--- src/rtl/m_trigger.sv ---
// ============================================================================
//  Module      : m_trigger
//  Description : ADC front end. Block-averages 2^DECIM raw samples and runs
//                an edge trigger (level, hysteresis, slope, holdoff) on the
//                averaged stream. POS is a one-cycle strobe aligned with
//                DVALID. Optional auto-trigger timeout is enabled by defining
//                the macro TRIG_AUTO_EN.
//  Revision    : 1.0 - initial release
// ============================================================================
`default_nettype none

module m_trigger #(
  parameter int HOLDOFF = 4,
  parameter int TIMEOUT = 65535,
  parameter int TW      = 20
) (
  input  logic       CLK_ADC,
  input  logic       RST,
  input  logic [7:0] D,
  input  logic [7:0] LEVEL,
  input  logic [3:0] HYST,
  input  logic       SLOPE,
  input  logic [2:0] DECIM,
  input  logic       REARM,
  output logic [7:0] DOUT,
  output logic       DVALID,
  output logic       POS,
  output logic       ARMED,
  output logic       TIMED_OUT
);

  // Trigger FSM encoding
  localparam logic [1:0] S_IDLE  = 2'd0;
  localparam logic [1:0] S_HOLD  = 2'd1;
  localparam logic [1:0] S_WAIT  = 2'd2;
  localparam logic [1:0] S_FIRED = 2'd3;

  localparam logic [7:0] C_HOLDOFF = 8'(HOLDOFF);

  // --------------------------------------------------------------------------
  // Decimator state
  // --------------------------------------------------------------------------
  logic [14:0] r_acc;     // running sum of the current group (max 128*255)
  logic [6:0]  r_cnt;     // index of the current sample within its group
  logic [2:0]  r_decim;   // group size exponent captured at group start
  logic [7:0]  r_dout;
  logic        r_dvalid;

  logic [2:0]  w_decim;
  logic [6:0]  w_mask;
  logic        w_last;
  logic [14:0] w_sum;
  logic [7:0]  w_s;

  // A new group uses the live DECIM; later samples use the captured value
  assign w_decim = (r_cnt == 7'd0) ? DECIM : r_decim;
  // N-1 for the active group size; the group ends when the index reaches it
  assign w_mask  = ~(7'h7f << w_decim);
  assign w_last  = (r_cnt == w_mask);
  assign w_sum   = r_acc + {7'd0, D};
  // Truncating average; this is also the value the trigger evaluates
  assign w_s     = 8'(w_sum >> w_decim);

  // Accumulate N samples, emit the average with a one-cycle strobe
  always_ff @(posedge CLK_ADC) begin
    if (RST) begin
      r_acc    <= 15'd0;
      r_cnt    <= 7'd0;
      r_decim  <= 3'd0;
      r_dout   <= 8'd0;
      r_dvalid <= 1'b0;
    end else begin
      if (r_cnt == 7'd0) begin
        r_decim <= DECIM;
      end
      if (w_last) begin
        r_acc    <= 15'd0;
        r_cnt    <= 7'd0;
        r_dout   <= w_s;
        r_dvalid <= 1'b1;
      end else begin
        r_acc    <= w_sum;
        r_cnt    <= r_cnt + 7'd1;
        r_dvalid <= 1'b0;
      end
    end
  end

  // --------------------------------------------------------------------------
  // Thresholds: 9-bit intermediates saturate into the 8-bit sample range
  // --------------------------------------------------------------------------
  logic [8:0] w_lo9;
  logic [8:0] w_hi9;
  logic [7:0] w_lo;
  logic [7:0] w_hi;
  logic       w_arm;
  logic       w_fire;

  assign w_lo9  = {1'b0, LEVEL} - {5'd0, HYST};
  assign w_hi9  = {1'b0, LEVEL} + {5'd0, HYST};
  assign w_lo   = w_lo9[8] ? 8'd0   : w_lo9[7:0];
  assign w_hi   = w_hi9[8] ? 8'hff  : w_hi9[7:0];
  // Arming requires the signal to sit beyond the hysteresis band on the
  // opposite side of the level from the edge being looked for
  assign w_arm  = SLOPE ? (w_s >= w_hi)  : (w_s <= w_lo);
  assign w_fire = SLOPE ? (w_s <= LEVEL) : (w_s >= LEVEL);

  // --------------------------------------------------------------------------
  // Trigger FSM
  // --------------------------------------------------------------------------
  logic [1:0] r_state;
  logic [7:0] r_hcnt;     // consecutive arm-condition samples seen in HOLD
  logic       r_pos;

`ifdef TRIG_AUTO_EN
  localparam logic [TW-1:0] C_TMO_LAST = TW'(TIMEOUT - 1);
  logic [TW-1:0] r_tmo;   // samples spent in WAIT without a crossing
  logic          r_tout;
`else
  // Timeout sizing only matters when the auto-trigger is built in
  logic w_unused_cfg;
  assign w_unused_cfg = (TIMEOUT > TW);
`endif

  // Sequence IDLE -> HOLD -> WAIT -> FIRED; REARM returns to HOLD at once
  always_ff @(posedge CLK_ADC) begin
    if (RST) begin
      r_state <= S_IDLE;
      r_hcnt  <= 8'd0;
      r_pos   <= 1'b0;
`ifdef TRIG_AUTO_EN
      r_tmo   <= '0;
      r_tout  <= 1'b0;
`endif
    end else begin
      r_pos <= 1'b0;
      if (REARM && (r_state != S_IDLE)) begin
        // REARM outranks a coincident crossing: no strobe this cycle
        r_state <= S_HOLD;
        r_hcnt  <= 8'd0;
`ifdef TRIG_AUTO_EN
        r_tmo   <= '0;
`endif
      end else if (w_last) begin
        case (r_state)
          S_IDLE: begin
            r_state <= S_HOLD;
            r_hcnt  <= 8'd0;
          end
          S_HOLD: begin
            if (w_arm) begin
              if ((r_hcnt + 8'd1) == C_HOLDOFF) begin
                r_state <= S_WAIT;
                r_hcnt  <= 8'd0;
`ifdef TRIG_AUTO_EN
                r_tmo   <= '0;
`endif
              end else begin
                r_hcnt <= r_hcnt + 8'd1;
              end
            end else begin
              r_hcnt <= 8'd0;
            end
          end
          S_WAIT: begin
            if (w_fire) begin
              r_pos   <= 1'b1;
              r_state <= S_FIRED;
`ifdef TRIG_AUTO_EN
              r_tout  <= 1'b0;
`endif
            end
`ifdef TRIG_AUTO_EN
            else if (r_tmo == C_TMO_LAST) begin
              r_pos   <= 1'b1;
              r_tout  <= 1'b1;
              r_state <= S_FIRED;
            end else begin
              r_tmo <= r_tmo + 1'b1;
            end
`endif
          end
          S_FIRED: begin
            // Parked until the next frame re-arms the trigger
            r_state <= S_FIRED;
          end
          default: begin
            r_state <= S_IDLE;
          end
        endcase
      end
    end
  end

  assign DOUT   = r_dout;
  assign DVALID = r_dvalid;
  assign POS    = r_pos;
  assign ARMED  = (r_state == S_WAIT);
`ifdef TRIG_AUTO_EN
  assign TIMED_OUT = r_tout;
`else
  assign TIMED_OUT = 1'b0;
`endif

endmodule

`default_nettype wire

--- config.mk ---
export PLATFORM = sky130hd
export DESIGN_NAME = m_trigger
export DESIGN_NICKNAME = d
export VERILOG_FILES = /design/src/rtl/m_trigger.sv
export SDC_FILE = /design/constraint.sdc
export NUM_CORES = 1
export LEC_CHECK = 0
export BUFFER_PORTS_ARGS = -buffer_cell sky130_fd_sc_hd__buf_4
export CAP_MARGIN = 30
export CORE_UTILIZATION = 53
export CTS_BUF_LIST = sky130_fd_sc_hd__clkbuf_8
export DETAILED_ROUTE_END_ITERATION = 8
export GPL_TIMING_DRIVEN = 0
export HOLD_SLACK_MARGIN = 0.1
export PLACE_DENSITY_LB_ADDON = 0.12
export SLEW_MARGIN = 15
export SYNTH_ARGS = -nofsm -noshare
export SYNTH_HDL_FRONTEND = slang
export SYNTH_SLANG_ARGS = --single-unit
--- constraint.sdc ---
create_clock -name CLK_ADC -period 5.7 [get_ports CLK_ADC]
set_input_delay 1.14 -clock CLK_ADC [delete_from_list [all_inputs] [get_ports CLK_ADC]]
set_output_delay 1.14 -clock CLK_ADC [all_outputs]
set_load 0.02 [all_outputs]
==> results list, run 1 <==
- Final Wtd Congestion: 0.9026
- Most common cell in the synthesized netlist: sky130_fd_sc_hd__nor2_1
- In this run the power density over the cells is 551.5 nW/um^2.
- Final Setup Violations: 0
- Dividing the detail-routed via count by the number of cells gives 5.741.
* Number of violations of the max-capacitance limit: 0
* Detailed-router iteration count before antenna repair: 4
- Once placement finished, the instance area stood at 4327 um^2.
* Worst supply voltage drop on vdd: 0.2618 mV
* CTS tree: yes
* Number of cells on the worst hold path: 2
* Crit-path leading delay family: compound AO/OA/AOI/OAI gates
* Worst path max stage delay: 0.41 ns
- The final layout contains routed wiring with a total length of 9.206 mm.
- Number of buffers between clock root and the deepest sink: 2
* Final clock skew: 0.005629 ns
* DRC violations left: 0
* Met2 layer wire length in the routed design: 4.611 mm
- STA puts the critical path data arrival time at 5.59 ns.
* Worst hold-check slack: 0.4658 ns
- Of the post-synthesis cell area, the dominant cell type holds 0.2291.
- Fill cells in the final layout number 698.
- Horizontal die dimension: 88.14 um
- Detailed placement ended at an HPWL of 7.348 mm.
- Timing would allow up to 0.1846 GHz.
* Depth of the critical timing path with buffers and inverters included: 22
- The critical path goes through buf_4 -> ha_1 -> inv_1 -> fa_1 -> nor2b_1 -> o2111ai_1 -> a21boi_2 -> o21ai_0 -> a211oi_1 -> xnor2_1 -> mux2i_1 -> mux2i_1 -> mux2i_2 -> ha_1 -> a21o_1 -> a21o_1 -> a21oi_1 -> nor2b_1 -> o2111a_1 -> nor3_1 -> o41ai_1 -> a221oi_1.
- Pin count of the biggest net entering global routing: 15
- After detailed routing, the wire length on met1 is 4.124 mm.
* Unrepaired setup endpoints after global routing: no
* Hold buffer count at cts: 0
- The worst path meets setup with 0.2833 ns of slack.
- Measured in cells, the most critical reg-to-reg path has a length of 21.
- STA classifies the critical path startpoint as an input pin.
- The count of nets left with antenna violations once routing finished came out at 0.
* I/O pins: 39
* Clk slew on worst S/H paths: 0.09 ns
- Fin area: 4453 um^2
* Pre-CTS setup slack: -0.2110 ns
* Register bit total from synthesis: 45
* Average instance area after synthesis: 7.977 um^2
* Internal Pwr Total: 1.207 mW
- The initial antenna violation count came to 0.
* Post-route non-filler standard cell count: 637
- Area of the mapped netlist: 3933 um^2
- From bottom edge to top edge, the die measures 88.14 um.
* CP bufs+invs: 2
- Headroom to the max-slew limit came out at 0.5703.
- Syn-to-layout area delta: 13.24%
- Uppermost signal routing layer after detailed routing: met4
- Combinational power share: 0.721
- In the finished design, the share of the clock period the worst path needs comes to 0.9503.
* WL met3: 275 um
- Final count of pins violating max slew: 0
- CP max FO: 4
* Part of the total power dissipated in sequential elements: 0.178
* Starting Density: 0.5451
- Total routing resource utilization after global routing: 0.2464
* Post-synth EDFFs: 0
- Critical path data required time: 5.88 ns
- STA classifies the critical path endpoint as a register.
* Inst Count DP: 628
- Static leakage power: 1.923 nW
- Of the total power, the share spent switching nets is 0.5087.
* Clk network pwr share: 0.100
* Final Critical Period: 5.417 ns
- Of the cells placed in the final design, the portion with a size suffix greater than 1 is 0.1245.
- Switching power: 1.249 mW
* Number of library cell types mapped by synthesis: 72
- The initialized floorplan defines 31 standard-cell rows.
- During placement, the flow inserted port buffers numbering 36.
- The flow ran to the end, and the final reports show no timing, DRC or antenna violations.
- The number of clock buffers added by TritonCTS is 5.
- The later pin in the worst-skew pair is clocked with a latency of 0.30 ns.
- Synthesized netlist net count: 562
* Type of the tightest min-delay check: register to register
* Root buf cell: sky130_fd_sc_hd__clkbuf_8
- Counting flops with an async set or reset pin after synthesis yields a share of 0.
* Dominant cells by area after synthesis: sky130_fd_sc_hd__dfxtp_1, sky130_fd_sc_hd__ha_1, sky130_fd_sc_hd__nor2_1
* Wire length per cell after detailed routing: 14.45 um
- Diode count: 0
* Slew @ Worst Pin: 0.6403 ns
* Via count of the first global-routing pass: 3441
* Worst setup path class: input pin to register
- Placeable core region: 7214 um^2
- CTS saw 45 sinks.
* Primary FF master, synth: sky130_fd_sc_hd__dfxtp_1
- The net count of the finished layout is 606.
- Post-synthesis instance total: 493
- Full die area: 7769 um^2
- The number of hold-slack violations in the final timing report was 0.
- The slowest stage of the critical path is the sky130_fd_sc_hd__fa_1 cell.
- Final core utilization: 0.6172
- Of all cell types, the one taking the most synthesized area is sky130_fd_sc_hd__dfxtp_1.
- After the first detailed-routing iteration, the DRC count stood at 166.
- Global-route wire length before repair: 15.13 mm
* Share of synthesized area occupied by flip-flops and latches: 0.2291
- Vias post-DR: 3657
- Number of H-tree levels: 2
- Most frequent cells after synthesis: sky130_fd_sc_hd__nor2_1, sky130_fd_sc_hd__dfxtp_1, sky130_fd_sc_hd__ha_1
- After global routing the overflow that remains totals 0.
* Total of warnings raised by yosys: 0
-- cells in the final DEF (no fill, tap or decap), types with 10 or more instances in the layout --
| cell | instances |
|---|---|
| sky130_fd_sc_hd__mux2i_1 | 23 |
| sky130_fd_sc_hd__nor3_1 | 12 |
| sky130_fd_sc_hd__ha_1 | 39 |
| sky130_fd_sc_hd__nor2_1 | 65 |
| sky130_fd_sc_hd__xnor2_1 | 15 |
| sky130_fd_sc_hd__inv_1 | 28 |
| sky130_fd_sc_hd__nand3_1 | 17 |
| sky130_fd_sc_hd__nand2_1 | 37 |
| sky130_fd_sc_hd__buf_4 | 39 |
| sky130_fd_sc_hd__a21oi_1 | 30 |
| sky130_fd_sc_hd__dfxtp_1 | 45 |
| sky130_fd_sc_hd__a211oi_1 | 10 |
| sky130_fd_sc_hd__o21ai_0 | 19 |
-- stage by stage --
step	TNS, ns	power [mW]
after floorplan	0	1.744
after global placement	-0.1866	2.114
after detailed placement	-0.3640	2.166
after CTS	0	2.425
after global routing	0	2.676
final	0	2.456
-- flip-flops by register name, indices dropped and copies added (netlist names) --
signal,count
r_acc,15
DOUT,8
DVALID,1
r_hcnt,8
POS,1
r_decim,3
r_state,2
r_cnt,7
-- layout make-up --
cell class | instances | area (um^2) | area share
timing repair buffer | 37 | 277.8 | 0.06238
sequential | 45 | 900.9 | 0.2023
tap | 99 | 123.9 | 0.02782
clock inverter | 3 | 42.54 | 0.009553
inverter | 28 | 105.1 | 0.02360
buffer | 16 | 73.82 | 0.01658
clock buffer | 5 | 68.82 | 0.01545
multi-input combinational | 404 | 2860 | 0.6423
-- power groups by stage --
stage,sequential [mW],combinational (mW),clock [mW]
after floorplan,0.470,1.27,0
after global routing,0.448,1.97,0.263
after detailed placement,0.446,1.72,0
after CTS,0.439,1.74,0.251
after global placement,0.443,1.67,0
final,0.438,1.77,0.247
-- worst reg2reg max path, delay by kind of cell (launching register included) --
family          cells  cell delay, ns
fa+ha+maj           3            0.89
buf+inv             1            0.06
compound gates     10            2.16
simple gates        3            0.48
xor+xnor            1            0.15
flops               1            0.33
mux                 3            0.65
-- timing repair --
| item | in CTS | in global routing |
|---|---|---|
| setup buffers | 0 | 1 |
| setup endpoints to repair | 0 | 3 |
| gates resized for setup | 0 | 2 |
-- metal layers --
metal / up-vias / GRT usage
li1: 1868 / -
met1: 1701 / 0.2926
met2: 68 / 0.4602
met3: 20 / 0.03205
met4: 0 / 0.07185
met5: - / 0
-- final timing paths --
kind         startpoint         end  slack (ns)
max reg2reg    r_acc[0]  r_state[0]        0.87
min reg2reg     DOUT[1]     DOUT[1]        0.47
max                D[0]  r_state[0]        0.28
min             DOUT[1]     DOUT[1]        0.47
-- logic make-up after synthesis --
logic type | Yosys count | synth area share
simple gates | 183 | 0.2265
compound gates | 129 | 0.2370
flops | 45 | 0.2291
buf+inv | 44 | 0.04549
fa+ha+maj | 42 | 0.1394
mux | 27 | 0.07254
xor+xnor | 22 | 0.04900
other cells | 1 | 0.0009536
No activity file was read; power rests on OpenSTA's default activity.
==> inputs of run 2 (changes only) <==
--- a/config.mk
+++ b/config.mk
@@ -12,6 +12,7 @@
 export DETAILED_ROUTE_END_ITERATION = 8
 export GPL_TIMING_DRIVEN = 0
 export HOLD_SLACK_MARGIN = 0.1
+export MAX_ROUTING_LAYER = met4
 export PLACE_DENSITY_LB_ADDON = 0.12
 export SLEW_MARGIN = 15
 export SYNTH_ARGS = -nofsm -noshare
==> results list, run 2 (synthesized netlist as in run 1, its figures left out) <==
- The congestion estimate from routability-driven global placement came to 0.9088.
- Post-route non-filler standard cell count: 639
* Diode count: 0
* Met3 global-route usage: 0.03582
- After filler insertion, the fill cell instance count of the layout stands at 691.
- Kind of end point of the critical path: register
- Global-route wire length before repair: 15.37 mm
- The pre-antenna-repair detailed-routing pass consisted of 4 iterations.
* Most common cell after layout, fill and taps aside: sky130_fd_sc_hd__nor2_1
* Via count of the first global-routing pass: 3487
- DRC violations left: 0
- Slew @ Worst Pin: 0.6288 ns
* Worst reg-to-reg setup slack: 0.94 ns
- Worst path max stage delay: 0.42 ns
- Fraction of final layout cells sized beyond drive strength 1: 0.1315
- The register with the most flip-flops in the final layout is r_acc.
* Nature of the critical path startpoint: input pin
* DPL Wire Length: 7.350 mm
- CP max FO: 4
* Starting Density: 0.5451
- met2 is the most crowded layer.
- CTS sink cnt: 45
- Summing over every cut layer, the via total after detailed routing is 3687.
* Post-Route WL: 9.176 mm
- Met1 demand-to-capacity share in global routing: 0.3010
- On the final layout, the worst clock skew is 0.007525 ns.
- Crit-path leading delay family: compound AO/OA/AOI/OAI gates
- After routing the design area is 4477 um^2.
- In this run the remaining antenna-violating nets after routing total 0.
* Wire length per cell after detailed routing: 14.36 um
- The floorplan step defined a core boundary enclosing 7214 um^2.
- Traced cell by cell, the critical path runs through buf_4 -> ha_1 -> inv_1 -> fa_1 -> nor2b_2 -> o2111ai_2 -> a21boi_2 -> o21ai_0 -> a211oi_1 -> xnor2_1 -> mux2i_1 -> mux2i_1 -> mux2i_2 -> ha_1 -> a21o_1 -> a21o_1 -> a21oi_1 -> nor2b_1 -> o2111a_1 -> nor3_1 -> o41ai_1 -> a221oi_1.
- Number of H-tree levels: 2
- Initial antenna violation count: 0
- In the finished design, the share of the clock period the worst path needs comes to 0.9364.
* Worst hold-check slack: 0.4671 ns
* Post-layout net count: 608
* Total Power: 2.467 mW
- Syn-to-layout area delta: 13.84%
- Across the VDD grid, the largest voltage drop is 0.2490 mV.
* Total routing resource utilization after global routing: 0.2567
- Pre-CTS setup slack: -0.2054 ns
* Worst setup path class: input pin to register
- Number of cells on the worst hold path: 2
* CTS tree: yes
- Depth of the worst register-to-register path: 19
- In this run the horizontal extent of the chip is 88.14 um.
- Final core utilization: 0.6205
- The register with the most flip-flops in the layout has 15 of them.
* Status: finished clean
- Hold path endpoint: DOUT[1]
- During placement, the flow inserted port buffers numbering 36.
- Final Setup Violations: 0
- I/O pins: 39
* Most frequent cells in the layout: sky130_fd_sc_hd__nor2_1, sky130_fd_sc_hd__dfxtp_1, sky130_fd_sc_hd__buf_4, sky130_fd_sc_hd__ha_1, sky130_fd_sc_hd__nand2_1
- Min setup slack post-route: 0.3627 ns
- Critical path data required time: 5.88 ns
- Leftover overflow at the end of global routing: 0
* Worst flop-to-flop path endpoint: r_state[0]
* Type of the tightest min-delay check: register to register
* Number of buffers between clock root and the deepest sink: 2
- Measured along the y axis, the die boundary spans 88.14 um.
- Summing all multi-input logic gate instances after layout gives 2869 um^2.
- Num CTS Buffers: 5
* Final Critical Period: 5.337 ns
* Sequential cell area: 900.9 um^2
- In this run the critical register-to-register path is launched from r_cnt[0].
- Clock latency on the worst-skew pair, taken at its later pin, is 0.31 ns.
* Number of violations of the max-capacitance limit: 0
- Headroom to the max-slew limit came out at 0.5793.
- After routing, the total negative slack on setup checks comes to 0 ns.
- Full die area: 7769 um^2
- Final count of pins violating max slew: 0
- Summing all placed instances gives a cell area of 4327 um^2.
- Root buf cell: sky130_fd_sc_hd__clkbuf_8
- Drt initial violations: 130
* Static leakage power: 1.935 nW
* Pin count of the biggest net entering global routing: 15
- The worst hold path begins at DOUT[1].
- Counting both buffers and inverters, the worst setup path holds a total of 2.
* Global-route met2 utilization: 0.4461
* Final hold violation count: 0
* Power density normalized to cell area: 551.2 nW/um^2
* Highest clock frequency the design can meet: 0.1874 GHz
- Arrival time worst endpoint: 5.51 ns
* Clk slew on worst S/H paths: 0.09 ns
- Inst Count DP: 628
- For this design, the slowest cell found on the critical path is sky130_fd_sc_hd__fa_1.
* Rows: 31
- Via density: 5.770
==> run 2: changes by cell type in the layout (fill, tap and decap cells not counted) <==
| cell | change |
|---|---|
| sky130_fd_sc_hd__buf_4 | +2 |
| sky130_fd_sc_hd__nor2b_1 | -1 |
| sky130_fd_sc_hd__nor2b_2 | +1 |
| sky130_fd_sc_hd__o2111ai_1 | -1 |
| sky130_fd_sc_hd__o2111ai_2 | +1 |
==> run 2: worst register-to-register path: stages, from the launching register on <==
cell and delay (ns):
sky130_fd_sc_hd__dfxtp_1 0.39, sky130_fd_sc_hd__inv_1 0.09, sky130_fd_sc_hd__ha_1 0.13, sky130_fd_sc_hd__nor2b_1 0.32, sky130_fd_sc_hd__and3_1 0.30, sky130_fd_sc_hd__or2_1 0.17
sky130_fd_sc_hd__buf_4 0.20, sky130_fd_sc_hd__clkbuf_1 0.42, sky130_fd_sc_hd__mux2i_1 0.31, sky130_fd_sc_hd__mux2i_1 0.12, sky130_fd_sc_hd__mux2i_2 0.28, sky130_fd_sc_hd__ha_1 0.31
sky130_fd_sc_hd__a21o_1 0.18, sky130_fd_sc_hd__a21o_1 0.17, sky130_fd_sc_hd__a21oi_1 0.22, sky130_fd_sc_hd__nor2b_1 0.23, sky130_fd_sc_hd__o2111a_1 0.25, sky130_fd_sc_hd__nor3_1 0.07
sky130_fd_sc_hd__o41ai_1 0.36, sky130_fd_sc_hd__a221oi_1 0.12
==> run 2: worst max path at each step <==
stage,from,to,slack [ns],cells past startpoint
floorplan,D[0],r_state[0],0.64,21
global placement,D[0],r_state[0],-0.14,22
detailed placement,D[0],r_state[0],-0.21,22
CTS,D[0],r_state[0],0.11,22
global route,D[1],r_state[0],-0.002,21
finish,D[0],r_state[0],0.36,22
==> run 2: metal layers <==
| metal | up-vias | wire length, um |
|---|---|---|
| met2 | 62 | 4588 |
| met1 | 1732 | 4152 |
| met4 | 0 | 184 |
| met3 | 15 | 250 |
| met5 | - | 0 |
| li1 | 1878 | - |
==> run 2: area by class of cell <==
| class | count | share of cell area |
|---|---|---|
| Buffer | 16 | 0.01649 |
| Sequential cell | 45 | 0.2012 |
| Inverter | 28 | 0.02348 |
| Tap cell | 99 | 0.02767 |
| Timing Repair Buffer | 39 | 0.06540 |
| Clock inverter | 3 | 0.009503 |
| Clock buffer | 5 | 0.01537 |
| Multi-Input combinational cell | 404 | 0.6409 |
==> run 2: report_power, final <==
part / total [mW] / internal (mW) / leakage (nW) / switching (mW)
clock network: 0.250 / 0.130 / 0.0595 / 0.120
logic: 1.78 / 0.701 / 1.51 / 1.08
registers: 0.438 / 0.390 / 0.367 / 0.0481
total: 2.47 / 1.22 / 1.93 / 1.25
==> run 2: timing repair <==
action | CTS | global route
endpoints found under the hold margin | 0 | 0
endpoints found under the setup margin | 0 | 9
hold buffers | 0 | 0
resized for setup | 0 | 4
buffers inserted | 0 | 3
